$ cat config.mk
export PLATFORM = sky130hd
export DESIGN_NAME = wb_trace_buffer
export DESIGN_NICKNAME = d
export VERILOG_FILES = /design/src/rtl/wb_trace_buffer.sv
export SDC_FILE = /design/constraint.sdc
export NUM_CORES = 1
export LEC_CHECK = 0
export ABC_AREA = 0
export BUFFER_PORTS_ARGS = -buffer_cell sky130_fd_sc_hd__buf_4
export CAP_MARGIN = 20
export CORE_ASPECT_RATIO = 0.9
export CORE_MARGIN = 10
export CORE_UTILIZATION = 55
export DETAILED_ROUTE_END_ITERATION = 6
export PLACE_DENSITY_LB_ADDON = 0.08
export SYNTH_ARGS = -nofsm -noshare
export SYNTH_HDL_FRONTEND = slang
export SYNTH_SLANG_ARGS = --single-unit
$ cat constraint.sdc
create_clock -name clk -period 8.5 [get_ports clk]
set_input_delay 1.7 -clock clk [delete_from_list [all_inputs] [get_ports clk]]
set_output_delay 1.7 -clock clk [all_outputs]
set_load 0.01 [all_outputs]
$ cat src/rtl/wb_trace_buffer.sv
// rtl/wb_trace_buffer.sv - circular capture buffer for register-file writeback events
module wb_trace_buffer #(
    parameter int DATA_W    = 32,
    parameter int ADDR_W    = 32,
    parameter int REG_W     = 5,
    parameter int DEPTH     = 16,
    parameter int POST_TRIG = 8,
    parameter int SEQ_W     = 16
) (
    input  logic                     clk,
    input  logic                     reset,
    input  logic                     wb_valid,
    input  logic [REG_W-1:0]         wb_rd,
    input  logic [DATA_W-1:0]        wb_data,
    input  logic [ADDR_W-1:0]        wb_pc,
    input  logic                     arm,
    input  logic                     mode_wrap,
    input  logic                     skip_x0,
    input  logic                     trig_en,
    input  logic [ADDR_W-1:0]        trig_pc,
    output logic                     out_valid,
    input  logic                     out_ready,
    output logic [ADDR_W-1:0]        out_pc,
    output logic [REG_W-1:0]         out_rd,
    output logic [DATA_W-1:0]        out_data,
    output logic [SEQ_W-1:0]         out_seq,
    output logic [1:0]               state,
    output logic [$clog2(DEPTH):0]   count,
    output logic [15:0]              dropped,
    output logic                     done
);

    localparam int PTR_W = $clog2(DEPTH);
    localparam int CNT_W = PTR_W + 1;

    typedef enum logic [1:0] {
        ST_IDLE   = 2'b00,
        ST_ARMED  = 2'b01,
        ST_POST   = 2'b10,
        ST_FROZEN = 2'b11
    } state_t;

    state_t              r_state;
    state_t              w_state_nxt;
    logic [PTR_W-1:0]    r_post_ctr;
    logic [PTR_W-1:0]    w_post_ctr_nxt;

    logic [PTR_W-1:0]    r_wr_ptr;
    logic [PTR_W-1:0]    r_rd_ptr;
    logic [CNT_W-1:0]    r_count;
    logic [15:0]         r_dropped;
    logic [SEQ_W-1:0]    r_seq_ctr;

    logic [ADDR_W-1:0]   r_mem_pc   [DEPTH];
    logic [REG_W-1:0]    r_mem_rd   [DEPTH];
    logic [DATA_W-1:0]   r_mem_data [DEPTH];
    logic [SEQ_W-1:0]    r_mem_seq  [DEPTH];

    logic w_capturing;
    logic w_qual;
    logic w_trig_hit;
    logic w_full;
    logic w_pop;
    logic w_store;
    logic w_overwrite;
    logic w_write;
    logic w_drop;

    // An arm cycle flushes the buffer, so any event in that same cycle is not captured
    assign w_capturing = (r_state == ST_ARMED) || (r_state == ST_POST);
    assign w_qual      = wb_valid && w_capturing && !arm && !(skip_x0 && (wb_rd == '0));
    assign w_trig_hit  = trig_en && (wb_pc == trig_pc);
    assign w_full      = (r_count == CNT_W'(DEPTH));
    assign w_pop       = out_valid && out_ready;
    // A push into a full buffer is only clean when the head leaves in the same cycle
    assign w_store     = w_qual && (!w_full || w_pop);
    assign w_overwrite = w_qual && w_full && !w_pop && mode_wrap;
    assign w_write     = w_store || w_overwrite;
    assign w_drop      = w_qual && w_full && !w_pop;

    // State and post-trigger counter register
    always_ff @(posedge clk or negedge reset) begin
        if (!reset) begin
            r_state    <= ST_IDLE;
            r_post_ctr <= '0;
        end else begin
            r_state    <= w_state_nxt;
            r_post_ctr <= w_post_ctr_nxt;
        end
    end

    // Next-state logic: arm wins, trigger opens the post window, last window event freezes
    always_comb begin
        w_state_nxt    = r_state;
        w_post_ctr_nxt = r_post_ctr;
        if (arm) begin
            w_state_nxt    = ST_ARMED;
            w_post_ctr_nxt = '0;
        end else begin
            case (r_state)
                ST_ARMED: begin
                    if (w_qual && w_trig_hit) begin
                        if (POST_TRIG == 0) begin
                            w_state_nxt = ST_FROZEN;
                        end else begin
                            w_state_nxt    = ST_POST;
                            w_post_ctr_nxt = PTR_W'(POST_TRIG);
                        end
                    end
                end
                ST_POST: begin
                    if (w_qual) begin
                        w_post_ctr_nxt = r_post_ctr - 1'b1;
                        if (r_post_ctr == PTR_W'(1)) begin
                            w_state_nxt = ST_FROZEN;
                        end
                    end
                end
                default: begin
                end
            endcase
        end
    end

    // Pointers, occupancy, sequence counter and saturating loss counter
    always_ff @(posedge clk or negedge reset) begin
        if (!reset) begin
            r_wr_ptr  <= '0;
            r_rd_ptr  <= '0;
            r_count   <= '0;
            r_dropped <= '0;
            r_seq_ctr <= '0;
        end else if (arm) begin
            r_wr_ptr  <= '0;
            r_rd_ptr  <= '0;
            r_count   <= '0;
            r_dropped <= '0;
            r_seq_ctr <= '0;
        end else begin
            if (w_write) begin
                r_wr_ptr <= r_wr_ptr + 1'b1;
            end
            // Overwriting the oldest entry pushes the head forward as if it had been popped
            if (w_pop || w_overwrite) begin
                r_rd_ptr <= r_rd_ptr + 1'b1;
            end
            if (w_store && !w_pop) begin
                r_count <= r_count + 1'b1;
            end else if (!w_store && w_pop) begin
                r_count <= r_count - 1'b1;
            end
            if (w_drop && (r_dropped != 16'hFFFF)) begin
                r_dropped <= r_dropped + 1'b1;
            end
            if (w_qual) begin
                r_seq_ctr <= r_seq_ctr + 1'b1;
            end
        end
    end

    // Entry storage; contents need no reset because reads are masked while empty
    always_ff @(posedge clk) begin
        if (w_write) begin
            r_mem_pc[r_wr_ptr]   <= wb_pc;
            r_mem_rd[r_wr_ptr]   <= wb_rd;
            r_mem_data[r_wr_ptr] <= wb_data;
            r_mem_seq[r_wr_ptr]  <= r_seq_ctr;
        end
    end

    assign out_valid = (r_count != '0);
    assign out_pc    = out_valid ? r_mem_pc[r_rd_ptr]   : '0;
    assign out_rd    = out_valid ? r_mem_rd[r_rd_ptr]   : '0;
    assign out_data  = out_valid ? r_mem_data[r_rd_ptr] : '0;
    assign out_seq   = out_valid ? r_mem_seq[r_rd_ptr]  : '0;
    assign state     = r_state;
    assign count     = r_count;
    assign dropped   = r_dropped;
    assign done      = (r_state == ST_FROZEN);

endmodule

# == After elaboration in Yosys (flattened, before gate mapping) ==
# Memories as Yosys holds them, arrays and structs flattened.
# Index checks and enable logic that the tools add are counted.
# op_classes
add_sub_neg,7
n_eq_ne,10
muxes,26
reduce_logical,33
# ops
operator,n
2-to-1 mux 16 bit,5
2-to-1 mux 32 bit,2
adder 16 x 1 -> 16 bit (second input constant),2
equality test 32 bit,1
2-to-1 mux 4 bit,7
2-to-1 mux 5 bit,4
inequality test 16 bit (second input constant),1
logical AND 1 bit,14
adder 4 x 1 -> 4 bit (second input constant),2
2-to-1 mux 2 bit,4
one-hot mux 4 bit (2 select lines),1
nonzero test 2 bit,4
inequality test 3 x 2 -> 1 bit (second input constant),2
nonzero test 3 bit,2
adder 5 x 1 -> 5 bit (second input constant),1
equality test 5 bit (second input constant),1
zero test 1 bit,5
zero test 5 bit,1
nonzero test 5 bit,1
subtractor 5 x 1 -> 5 bit (second input constant),1
equality test 2 bit (second input constant),2
equality test 4 x 1 -> 1 bit (second input constant),1
logical OR 1 bit,4
one-hot mux 2 bit (2 select lines),1
other kinds (6),7
# word_totals
register_bits,51
ram_bits,1360
in_bits,109
output_inout_bits,110
n_memories,4
# mem_list
memory,depth,word_bits,read_ports,rd_ports_with_merged_regs,wr,line_no,source
r_mem_data,16,32,1,0,1,56,logic [DATA_W-1:0] r_mem_data [DEPTH];
r_mem_pc,16,32,1,0,1,54,logic [ADDR_W-1:0] r_mem_pc [DEPTH];
r_mem_seq,16,16,1,0,1,57,logic [SEQ_W-1:0] r_mem_seq [DEPTH];
r_mem_rd,16,5,1,0,1,55,logic [REG_W-1:0] r_mem_rd [DEPTH];

# == Longest topological paths before layout ==
# Gate-level depths: netlist of run 1.
# logic_depth
ltp_word,11
ltp_mapped,14
depth_no_buf,13

# == Worst setup path before layout of run 1 ==
# Ideal clock, no wire load.
# synth_path
path_kind,input to register
startpoint,input port skip_x0
endpoint,"memory r_mem_data[4][0], enable pin"
setup_time_ns,0.633
arrival_time_ns,8.524
required_ns,7.867
slack_ns,-0.656
path_stages,6
path_buffers,1
cell_sequence,nor2b_1 > a31oi_2 > o211a_1 > clkbuf_1 > nand2_1 > nor3_1
# synth_via
elab_chain_cells,9
word_cells_on_any_way,10
classes_between,mux: 2; reduce/logical: 8
# synth_rtl
element,line_no,source
from (decl),18,"input logic skip_x0,"
logical AND 1 bit (*),71,assign w_qual = wb_valid && w_capturing && !arm && !(skip_x0 && (wb_rd == '0));
zero test 1 bit (*),71,
logical AND 1 bit (*),71,
logical AND 1 bit (3 in series),77,assign w_overwrite = w_qual && w_full && !w_pop && mode_wrap;
logical OR 1 bit (*),78,assign w_write = w_store || w_overwrite;
2-to-1 mux 1 bit (*),163,if (w_write) begin
2-to-1 mux 1 bit (implied by the code) (*),166,r_mem_data[r_wr_ptr] <= wb_data;
to (decl),56,
# Mark *: on every way between the ends. The rest lies on a longest branch, timed or not.

# == Final worst setup path of run 1 ==
# layout_path
startpoint,register r_rd_ptr[1]
endpoint,output port out_seq[13]
# layout_via
elab_chain_cells,2
# layout_rtl
element,line_no,source
from (decl),49,logic [PTR_W-1:0] r_rd_ptr;
from (signal assigned),145,r_rd_ptr <= r_rd_ptr + 1'b1;
memory (16 x 16 bit),n/a,
2-to-1 mux 16 bit,175,assign out_seq = out_valid ? r_mem_seq[r_rd_ptr] : '0;
to (decl),26,"output logic [SEQ_W-1:0] out_seq,"
# No other way between the ends.

==> results of run 1 <==
==> report_power, final <==
group,leakage (nW),switching [mW],internal (mW),total [mW]
clock network,2.09,2.47,3.31,5.78
registers,13.4,0.0950,7.66,7.76
logic,4.58,1.52,1.68,3.21
==> cell usage after synthesis (2+ instances only) <==
cell type	count	area, um2
edfxtp_1	1360	40800
mux4_2	425	9570
and2_1	95	594
clkbuf_1	68	255
nor2_1	53	199
dfrtp_1	51	1280
xor2_1	42	368
buf_2	35	175
xnor2_1	24	210
nand2_1	22	82.6
nand3_1	21	105
inv_1	18	67.6
ha_1	16	200
a21oi_1	11	55.1
buf_1	10	37.5
nor3_1	10	50.1
nand4_1	9	56.3
nor4_1	9	56.3
o21ai_0	7	35.0
nor4_2	6	75.1
or3_1	6	37.5
and3_1	5	31.3
nand2b_1	3	18.8
nor4_4	3	63.8
nor4b_1	3	26.3
o211a_1	3	30.0
a31o_1	2	17.5
mux2i_1	2	20.0
nor3_2	2	20.0
nor3b_1	2	15.0
o31ai_1	2	15.0
o32ai_1	2	17.5
==> logic make-up after synthesis <==
kind of cell / after synthesis / synth area share
buffers and inverters: 134 / 0.0104
multiplexers: 428 / 0.175
AND/OR/NAND/NOR: 257 / 0.0272
adder cells (fa/ha/maj): 17 / 0.00402
AO/OA/AOI/OAI: 38 / 0.00481
flip-flops: 1411 / 0.768
XOR/XNOR: 66 / 0.0105
==> area by class of cell <==
cell class,count,share of cell area
antenna,3,0.000120
clock buffer,185,0.0620
clock inverter,61,0.00637
inverter,18,0.00108
multi-input combinational,806,0.196
sequential,1411,0.674
tap,1332,0.0267
timing repair buffer,263,0.0339
==> worst max-delay path, cell delays in order, from the launching register on <==
cell and delay, ns:
dfrtp_4 1.03, buf_4 0.87, mux4_2 0.43, mux4_2 0.54, and2_1 0.24, buf_4 0.16
==> worst paths after layout <==
kind	from	endpoint	slack (ns)	cells after the start
max	r_rd_ptr[1]	out_seq[13]	2.72	5
min in group asynchronous	reset	dropped[1]	1.00	1
min reg2reg	dropped[11]	dropped[11]	0.59	2
min	dropped[11]	dropped[11]	0.59	2
max reg2reg	state[0]	r_mem_seq[3][1]	4.14	8
max in group asynchronous	reset	r_rd_ptr[2]	6.96	1
==> state kept, by name (all words and copies together), names as in the netlist, 5 cells and up <==
signal and flops:
r_mem_rd 80, r_mem_pc 512, count 5, r_mem_data 512, dropped 16, r_mem_seq 256, r_seq_ctr 16
==> metal layers <==
layer / global-route usage / vias to the layer above / part of all wire
li1: - / 10500 / -
met1: 0.311 / 13600 / 0.43
met2: 0.339 / 858 / 0.49
met4: 0.0536 / 4 / 0.020
met5: 0 / - / 0.00021
met3: 0.0464 / 152 / 0.065
==> placed cells by master (no fill, tap or decap), types with 5 or more instances in the layout <==
master / count
and2_1: 87
clkinv_1: 32
nor4_1: 9
nor3_2: 6
inv_6: 5
ha_1: 16
inv_1: 18
nor2_1: 49
o21ai_0: 7
a21oi_1: 11
and2_4: 8
nand3_1: 21
xor2_1: 42
and3_1: 5
nand4_1: 9
clkbuf_1: 34
clkbuf_16: 148
clkinv_2: 18
buf_12: 5
nor3_1: 6
nor4_2: 6
buf_4: 254
or3_1: 6
mux4_2: 425
nand2_1: 22
edfxtp_1: 1360
xnor2_1: 24
dfrtp_1: 47
==> results.sh, run 1 <==
export IMPL_maxSlewHeadroom=0.273
export IMPL_timing_final_crit_share=0.680
export IMPL_wl_per_cell_um=29.7
export IMPL_drive_gt1_frac=0.329
export IMPL_viasPerCell=6.17
export IMPL_gp_congestion=0.778
export IMPL_clkLatencyLatePin_ns=0.73
export IMPL_required_ns=6.80
export IMPL_die_area_um2=113000
export IMPL_area_growth_pct=13.9
export IMPL_cts_resized=0
export IMPL_async_reset_ff_frac=0.0361
export IMPL_cts_buffer_depth=3
export IMPL_clock_root_buffer="clkbuf_16"
export IMPL_cts_buffers=141
export IMPL_ys_seq_area_frac=0.768
export IMPL_grt_max_degree=132
export IMPL_vias=25200
export IMPL_multi_input_area_um2=12200
export IMPL_leakage_nw=20.0
export IMPL_maxCapViolations=0
export IMPL_syn_nets=2477
export IMPL_start_kind="register"
export IMPL_final_util=0.634
export IMPL_core_area_um2=98600
export IMPL_finalHoldViolCount=0
export IMPL_layoutNonFillerInstCount=4079
export IMPL_grt_pass1_vias=26500
export IMPL_start_util=0.556
export IMPL_worst_slew_pin_slew_ns=1.09
export IMPL_antenna_found_initial=3
export IMPL_port_buffer_count=218
export IMPL_hp_class="register to register"
export IMPL_grt_pass1_wl_um=180000
export IMPL_criticalPathCategory="register to output port"
export IMPL_stdcell_area_um2=62500
export IMPL_yosysUniqueCellTypes=56
export IMPL_setup_viol_count_final=0
export IMPL_clk_pin_slew_ns=0.06
export IMPL_crit_arrival_ns=4.08
export IMPL_place_inst=3826
export IMPL_drtAntennaViolNets=0
export IMPL_preCtsSetupSlack_ns=3.07
export IMPL_ctsHtreeMaxLevel=4
export IMPL_syn_area_um2=54800
export IMPL_place_area_um2=58100
export IMPL_nFillCells=6591
export IMPL_skew_ns=0.0214
export IMPL_drt_iter0_drc=2733
export IMPL_numClockSinks=1411
export IMPL_max_freq_ghz=0.173
export IMPL_cts_hold_buffers=0
export IMPL_slew_violations=0
export IMPL_nets=2767
export IMPL_tns_ns=0
export IMPL_ys_seq_elements=1411
export IMPL_finalPower_mw=16.7
export IMPL_ios=219
export IMPL_grt_total_usage=0.216
export IMPL_timing_hold_ws_ns=0.588
export IMPL_die_h_um=320
export IMPL_first_pass_iters=5
export IMPL_hpwlAfterDp_um=65100
export IMPL_rsz0062_at_grt="false"
export IMPL_period_needed_ns=5.78
export IMPL_power_density_nw_per_um2=268
export IMPL_yosysWarnings=0
export IMPL_post_cts_setup_buffers=0
export IMPL_synth_edf_count=1360
export IMPL_grt_overflow=0
export IMPL_synth_cells=2351
export IMPL_cp_max_fo=64
export IMPL_end_kind="output port"
export IMPL_outcome="completed"
export IMPL_cts_tree="built"
export IMPL_wl_um=121000
export IMPL_rows=109
export IMPL_setup_ws_ns=2.72
export IMPL_drcViolationCount=0
export IMPL_fp_dieW_um=353
export IMPL_avgSynthCellArea_um2=23.3
export IMPL_regArea_um2=42100
export IMPL_vdd_ir_drop_max_mv=0.199
export IMPL_ys_flop_type="edfxtp_1"
No activity file was read; power rests on OpenSTA's default activity.
==> inputs of run 2 (changes only) <==
--- a/config.mk
+++ b/config.mk
@@ -10,7 +10,7 @@
 export CAP_MARGIN = 20
 export CORE_ASPECT_RATIO = 0.9
 export CORE_MARGIN = 10
-export CORE_UTILIZATION = 55
+export CORE_UTILIZATION = 60
 export DETAILED_ROUTE_END_ITERATION = 6
 export PLACE_DENSITY_LB_ADDON = 0.08
 export SYNTH_ARGS = -nofsm -noshare
==> constraint.sdc (replaced) <==
create_clock -name clk -period 5.85 [get_ports clk]
set_input_delay 1.17 -clock clk [delete_from_list [all_inputs] [get_ports clk]]
set_output_delay 1.17 -clock clk [all_outputs]
set_load 0.01 [all_outputs]
==> run 2 against run 1 <==
Compared with the run above: setup slack got worse by 1.9 ns; clock power increased by 50%; sequential share of layout area decreased by 0.43 points; die area decreased by 7.8%; combinational power increased by 45%; critical path depth unchanged; register-to-register slack got worse by 2.0 ns; global-route usage increased by 2.6 points; final cell count decreased by 1.7%; largest power group unchanged.
==> results.sh, run 2 (synthesis results as in run 1) <==
export IMPL_max_freq_ghz=0.200
export IMPL_cts_tree="built"
export IMPL_required_ns=4.68
export IMPL_timing_final_crit_share=0.855
export IMPL_port_buffer_count=218
export IMPL_end_kind="output port"
export IMPL_viasPerCell=6.46
export IMPL_period_needed_ns=5.00
export IMPL_crit_end="out_seq[13]"
export IMPL_slew_violations=0
export IMPL_finalPower_mw=24.6
export IMPL_grt_pass1_vias=27200
export IMPL_first_pass_iters=5
export IMPL_core_area_um2=90900
export IMPL_die_area_um2=104000
export IMPL_numClockSinks=1411
export IMPL_largestRegisters="r_mem_data x512, r_mem_pc x512, r_mem_seq x256"
export IMPL_antenna_found_initial=10
export IMPL_drtAntennaViolNets=0
export IMPL_cts_hold_buffers=0
export IMPL_vdd_ir_drop_max_mv=0.258
export IMPL_wl_um=124000
export IMPL_criticalPathCategory="register to output port"
export IMPL_clk_pin_slew_ns=0.06
export IMPL_r2r_end="count[4]"
export IMPL_cts_buffer_depth=3
export IMPL_clkLatencyLatePin_ns=0.72
export IMPL_cts_resized=0
export IMPL_wl_per_cell_um=31.0
export IMPL_maxSlewHeadroom=0.237
export IMPL_critPathLaunch="r_rd_ptr[0]"
export IMPL_drt_iter0_drc=2973
export IMPL_rr_startpoint="state[0]"
export IMPL_clock_root_buffer="clkbuf_16"
export IMPL_rsz0062_at_grt="false"
export IMPL_ctsHtreeMaxLevel=4
export IMPL_final_util=0.692
export IMPL_hp_class="primary input to async pin"
export IMPL_die_h_um=307
export IMPL_grt_pass1_wl_um=184000
export IMPL_r2r_cells=13
export IMPL_cp_max_fo=42
export IMPL_reg2reg_setup_slack_ns=2.17
export IMPL_start_util=0.603
export IMPL_vias=25900
export IMPL_finalHoldViolCount=0
export IMPL_grt_max_degree=73
export IMPL_maxCapViolations=0
export IMPL_drive_gt1_frac=0.339
export IMPL_nets=2787
export IMPL_gp_congestion=0.797
export IMPL_post_cts_setup_buffers=0
export IMPL_power_density_nw_per_um2=392
export IMPL_drcViolationCount=0
export IMPL_final_cell_mix="edfxtp_1 (1360), mux4_2 (425), buf_4 (258), clkbuf_16 (143), and2_1 (87)"
export IMPL_leakage_nw=20.2
export IMPL_grt_total_usage=0.242
export IMPL_hpwlAfterDp_um=65800
export IMPL_setup_viol_count_final=0
export IMPL_area_growth_pct=14.7
export IMPL_worst_slew_pin_slew_ns=1.14
export IMPL_ios=219
export IMPL_final_common_cell="edfxtp_1"
export IMPL_outcome="completed"
export IMPL_grt_overflow=0
export IMPL_start_kind="register"
export IMPL_tns_ns=0
export IMPL_crit_arrival_ns=3.83
export IMPL_skew_ns=0.0248
export IMPL_cts_buffers=140
export IMPL_rows=105
export IMPL_fp_dieW_um=339
==> run 2: worst min-delay path by stage <==
| stage | from | endpoint | slack [ns] | depth (start not counted) |
|---|---|---|---|---|
| 3_3_place_gp | r_post_ctr[3] | r_post_ctr[3] | 0.56 | 1 |
| 4_1_cts | reset | dropped[14] | 0.48 | 1 |
| 6_report | reset | dropped[1] | 0.47 | 1 |
| 5_1_grt | reset | dropped[1] | 0.50 | 1 |
| 3_5_place_dp | r_post_ctr[3] | r_post_ctr[3] | 0.58 | 1 |
| 2_1_floorplan | r_post_ctr[3] | r_post_ctr[3] | 0.53 | 1 |
==> run 2: stage by stage <==
stage	setup WS, ns	area (um2)	hold slack, ns	cells
detailed placement	1.53	58400	0.575	3748
global route	0.621	62900	0.498	4009
finish	0.847	62900	0.474	4010
floorplan	-0.511	54900	0.532	2351
global placement	1.57	58400	0.557	3748
CTS	0.739	62900	0.479	4004
==> run 2: critical path: stages, from the launching register on <==
cell	delay, ns
dfrtp_4	1.10
buf_4	0.47
mux4_2	0.56
mux4_2	0.58
and2_1	0.22
buf_4	0.14
==> run 2: report_power, final <==
part | leakage [nW] | internal (mW) | switching, mW | total (mW)
combinational | 4.72 | 2.49 | 2.16 | 4.66
sequential | 13.4 | 11.1 | 0.189 | 11.3
clock | 2.18 | 4.94 | 3.71 | 8.65
==> run 2: final cells by class <==
cell class                 count  area [um2]
clock buffer                 170        3710
fill                        5576       28000
sequential                  1411       42100
timing repair buffer         284        2440
multi-input combinational    806       12300
antenna                        5        12.5
inverter                      18        67.6
tap                         1230        1540
clock inverter                86         737
==> run 2: routing by layer <==
metal  wire length [um]  vias to the layer above  share of wire  track usage
li1                   -                    10600              -            -
met1              50600                    14100           0.41        0.344
met2              61900                     1100           0.50        0.386
met3               9820                      177          0.079       0.0531
met4               2060                        8          0.017       0.0614
met5                 59                        -        0.00047            0
